`config.mk`:
```
export PLATFORM = sky130hd
export DESIGN_NAME = xor_frame_sequencer_flat
export DESIGN_NICKNAME = d
export VERILOG_FILES = /design/src/rtl/xor_frame_sequencer_if.sv /design/src/rtl/xor_frame_sequencer.sv /design/src/flat_wrapper.sv
export SDC_FILE = /design/constraint.sdc
export NUM_CORES = 1
export LEC_CHECK = 0
export ABC_CLOCK_PERIOD_IN_PS = 3700
export BUFFER_PORTS_ARGS = -buffer_cell sky130_fd_sc_hd__buf_4
export CORE_MARGIN = 5
export CORE_UTILIZATION = 56
export DETAILED_ROUTE_END_ITERATION = 6
export PLACE_DENSITY = 0.87
export REMOVE_ABC_BUFFERS = 1
export SETUP_SLACK_MARGIN = 0.15
export SLEW_MARGIN = 20
export SYNTH_ARGS = -nofsm -noshare
export SYNTH_HDL_FRONTEND = slang
export SYNTH_SLANG_ARGS = --single-unit
```
`constraint.sdc`:
```
create_clock -name clk -period 3.7 [get_ports clk]
set_input_delay 0.74 -clock clk [delete_from_list [all_inputs] [get_ports clk]]
set_output_delay 0.74 -clock clk [all_outputs]
set_load 0.1 [all_outputs]
```
`src/rtl/xor_frame_sequencer_if.sv`:
```
// Word-in / checksum-out handshake bundle for xor_frame_sequencer.
// PARITY_OUT_EN adds the parity bit of the held checksum.
interface xor_frame_sequencer_if #(
  parameter int WIDTH = 8,
  parameter int LEN   = 4
);
  localparam int CW = (LEN > 1) ? $clog2(LEN) : 1;

  logic             start;
  logic [WIDTH-1:0] din;
  logic             din_valid;
  logic             din_ready;
  logic [WIDTH-1:0] sum;
  logic             sum_valid;
  logic             sum_ack;
  logic             busy;
  logic [CW-1:0]    cnt;
`ifdef PARITY_OUT_EN
  logic             par;
`endif

  modport slave (
    input  start, din, din_valid, sum_ack,
    output din_ready, sum, sum_valid, busy, cnt
`ifdef PARITY_OUT_EN
    , output par
`endif
  );

  modport master (
    output start, din, din_valid, sum_ack,
    input  din_ready, sum, sum_valid, busy, cnt
`ifdef PARITY_OUT_EN
    , input par
`endif
  );
endinterface

```
`src/rtl/xor_frame_sequencer.sv`:
```
// Folds LEN words into an XOR checksum per frame and holds it until acknowledged.
// Optional PARITY_OUT_EN drives bus.par = ^sum.
module xor_frame_sequencer #(
  parameter int WIDTH = 8,
  parameter int LEN   = 4
) (
  input  logic                  clk,
  input  logic                  clr_n,
  xor_frame_sequencer_if.slave  bus
);
  localparam int CW = (LEN > 1) ? $clog2(LEN) : 1;
  localparam logic [CW-1:0] LAST = CW'(LEN - 1);

  typedef enum logic [1:0] {IDLE, ACC, DONE} state_t;

  state_t           state;
  logic [WIDTH-1:0] acc;
  logic [WIDTH-1:0] sum;
  logic             sum_valid;
  logic [CW-1:0]    cnt;

  always_ff @(posedge clk or negedge clr_n) begin
    if (!clr_n) begin
      state     <= IDLE;
      acc       <= '0;
      cnt       <= '0;
      sum       <= '0;
      sum_valid <= 1'b0;
    end else begin
      case (state)
        IDLE: if (bus.start) begin
          state <= ACC;
          acc   <= '0;
          cnt   <= '0;
        end
        ACC: if (bus.din_valid) begin
          // final word bypasses acc so sum appears on the accepting edge
          if (cnt == LAST) begin
            sum       <= acc ^ bus.din;
            sum_valid <= 1'b1;
            cnt       <= '0;
            state     <= DONE;
          end else begin
            acc <= acc ^ bus.din;
            cnt <= cnt + CW'(1);
          end
        end
        DONE: if (bus.sum_ack) begin
          sum_valid <= 1'b0;
          if (bus.start) begin
            state <= ACC;
            acc   <= '0;
          end else begin
            state <= IDLE;
          end
        end
        default: state <= IDLE;
      endcase
    end
  end

  assign bus.din_ready = (state == ACC);
  assign bus.busy      = (state != IDLE);
  assign bus.sum       = sum;
  assign bus.sum_valid = sum_valid;
  assign bus.cnt       = cnt;
`ifdef PARITY_OUT_EN
  assign bus.par       = ^sum;
`endif
endmodule

```
`src/flat_wrapper.sv`:
```
// flat-port wrapper written by rule: the top's interface ports become plain ports
module xor_frame_sequencer_flat 
#(
  parameter int WIDTH = 8,
  parameter int LEN   = 4
)
  (clk, clr_n, bus_start, bus_din, bus_din_valid, bus_sum_ack, bus_din_ready, bus_sum, bus_sum_valid, bus_busy, bus_cnt);
  xor_frame_sequencer_if #(.WIDTH(WIDTH), .LEN(LEN)) bus_i ();
  input  logic clk;
  input  logic clr_n;
  input wire logic [$bits(bus_i.start)-1:0] bus_start;
  input wire logic [$bits(bus_i.din)-1:0] bus_din;
  input wire logic [$bits(bus_i.din_valid)-1:0] bus_din_valid;
  input wire logic [$bits(bus_i.sum_ack)-1:0] bus_sum_ack;
  output wire logic [$bits(bus_i.din_ready)-1:0] bus_din_ready;
  output wire logic [$bits(bus_i.sum)-1:0] bus_sum;
  output wire logic [$bits(bus_i.sum_valid)-1:0] bus_sum_valid;
  output wire logic [$bits(bus_i.busy)-1:0] bus_busy;
  output wire logic [$bits(bus_i.cnt)-1:0] bus_cnt;
  assign bus_i.start = bus_start;
  assign bus_i.din = bus_din;
  assign bus_i.din_valid = bus_din_valid;
  assign bus_i.sum_ack = bus_sum_ack;
  assign bus_din_ready = bus_i.din_ready;
  assign bus_sum = bus_i.sum;
  assign bus_sum_valid = bus_i.sum_valid;
  assign bus_busy = bus_i.busy;
  assign bus_cnt = bus_i.cnt;
  xor_frame_sequencer #(.WIDTH(WIDTH), .LEN(LEN)) u_core (.clk(clk), .clr_n(clr_n), .bus(bus_i));
endmodule
```
==> results.yml <==
drt:
  ant_nets: 0
  viasPerCell: 5.302
  wl_mm: 2.091
  vias: 843
  post_drt_wl_per_cell_um: 13.15
  drtIter0Drc: 11
  firstDrtPassIters: 4
  drc_errors: 0
timing:
  max_freq_mhz: 451.1
  hold_viol: 0
  drv_slew: 0
  worst_pin_slew_ps: 446.1
  setup_viol: 0
  period_needed_ps: 2217
  fin_skew_ps: 3.185
  max-slew-margin-rel: 0.7026
  rsz0062_at_grt: "false"
  tns_ps: 0
  min_period_over_period: 0.5992
floorplan:
  die-area_um2: 3010
  die_y_um: 54.87
  start_util: 0.5805
  die_w_um: 54.87
  ios: 26
  core_area_um2: 1942
  num_rows: 16
cts:
  cts_root_buffer: "clkbuf_4"
  cts_tree: "yes"
  clk_latency_ps: 300
  hold_buffers: 0
  post_cts_resized: 0
  cts_sinks: 21
  post_cts.repair.setup_buffers: 0
  htreeDepth: 1
  path_clk_slew_ps: 110
  cts_buffers: 3
  clockBufferDepth: 2
global_routing:
  grt_pass1_wl_mm: 3.836
  grt_overflow: 0
  grt_pass1_vias: 896
  grtUsageTotal: 0.1785
  grt_start_max_net_pins: 22
  antenna_found_initial: 0
cells_and_area:
  layout_common_cells: "25 x buf_4, 21 x dfrtp_1, 12 x nand2_1, 12 x o21ai_0, 11 x inv_1"
  nFillCells: 151
  drive_gt1_frac: 0.3636
  nNetsFinal: 147
  layout_commonest_cell: "buf_4"
  syn_to_final_growth_pct: 19.76
  antenna_cells: 0
synth:
  synth_area_leaders: "dfrtp_1 47%, and4bb_2 7.8%, o21ai_2 6.2%, xnor2_1 6.2%, o21ai_0 5.3%"
  synth-edff-count: 0
  synth_area_um2: 1127
  async_flop_share: 1.000
  synth-seq-cells: 21
  synth_cells: 107
  ys.warnings.count: 0
  netlist.area_leader.share: 0.4661
  synth-main-ff-cell: "dfrtp_1"
  seq_area_frac_synth: 0.4661
  synth.distinct_cells: 26
  avgSynthCellArea_um2: 10.54
  yosysTopAreaCell: "dfrtp_1"
critical_path:
  critPathMaxStageDelay_ps: 630
  crit_slowest_cell: "dfrtp_1"
  start_kind: "register"
  worstPathMaxFanout: 17
  crit_arrival_ps: 1480
  required_ps: 2960
  worstSetupPathType: "register to primary output"
  crit_path_end_kind: "primary output"
  crit_chain: "nor2b_1 -> buf_4"
place:
  io_buffers: 25
  hpwl_mm: 1.588
  place_congestion: 0.7790
hold_path:
  holdCritPathClass: "input port to asynchronous set/reset pin"
job:
  cap_violations: 0
status:
  status: "finished, final reports clean"
==> synthesized netlist by cell type (2+ instances only) <==
cell type,number
buf_2,2
nor2b_1,2
inv_1,11
o21ai_2,8
nand2_1,12
and4bb_2,7
a31oi_1,8
o21ai_0,12
xnor2_1,8
dfrtp_1,21
==> per-layer routing <==
metal / vias up / global-route usage / part of all wire
met1: 394 / 0.2260 / 0.44
li1: 430 / - / -
met4: 0 / 0.07469 / 0.0081
met3: 4 / 0.03270 / 0.033
met2: 15 / 0.2953 / 0.52
met5: - / 0 / 0
==> state kept, by name, summed over array words and instances (netlist names) <==
signal,count
u_core.bus.cnt,2
u_core.state,2
u_core.bus.sum_valid,1
u_core.bus.sum,8
u_core.acc,8
==> critical path: cells and delay by family (launching register included) <==
kind,cells,cell delay [ps]
flip-flops,1,630
buffers and inverters,1,310
AND/OR/NAND/NOR,1,230
==> logic make-up (layout without fill, tap and decap cells) <==
logic type,after synthesis,in the layout,share of synthesized area
AOI/OAI and AO/OA,32,32,0.1987
and+or+nand+nor,30,30,0.2031
DFF,21,21,0.4661
buffers and inverters,15,40,0.05882
xor gates and xnor gates,8,8,0.06216
adders and majority gates,1,1,0.01110
==> area by class of cell <==
type	count	area, um^2	share of cell area
Clock buffer	4	26.28	0.01946
Sequential cell	21	525.5	0.3893
Timing Repair Buffer	25	187.7	0.1390
Tap cell	27	33.78	0.02502
Inverter	11	41.29	0.03058
Multi-Input combinational cell	71	535.5	0.3967
==> through the flow <==
step	cells	area (um^2)	hold WS, ps	setup slack [ps]	utilization
finish	159	1350	298.6	1483	0.6952
CTS	159	1350	292.4	1485	0.6952
floorplan	103	1102	444.4	1037	-
detailed placement	155	1324	473.7	1837	0.6817
global route	159	1350	300.7	1412	0.6952
global placement	155	1324	464.6	1877	0.6817
==> path summary, 6_finish.rpt <==
path,start,to,slack (ps),cells after the start
max,u_core.state[0],bus_din_ready,1480,2
min,clr_n,u_core.bus.sum[4],300,1
max reg2reg,u_core.bus.cnt[0],u_core.acc[1],2010,4
min reg2reg,u_core.bus.sum[0],u_core.bus.sum[0],490,2
max in group asynchronous,clr_n,u_core.bus.sum[0],3190,1
min in group clk,u_core.bus.sum[0],u_core.bus.sum[0],490,2
Power is not shown: default switching activity piles up to over one toggle a cycle in this logic, so the estimate is an artifact.
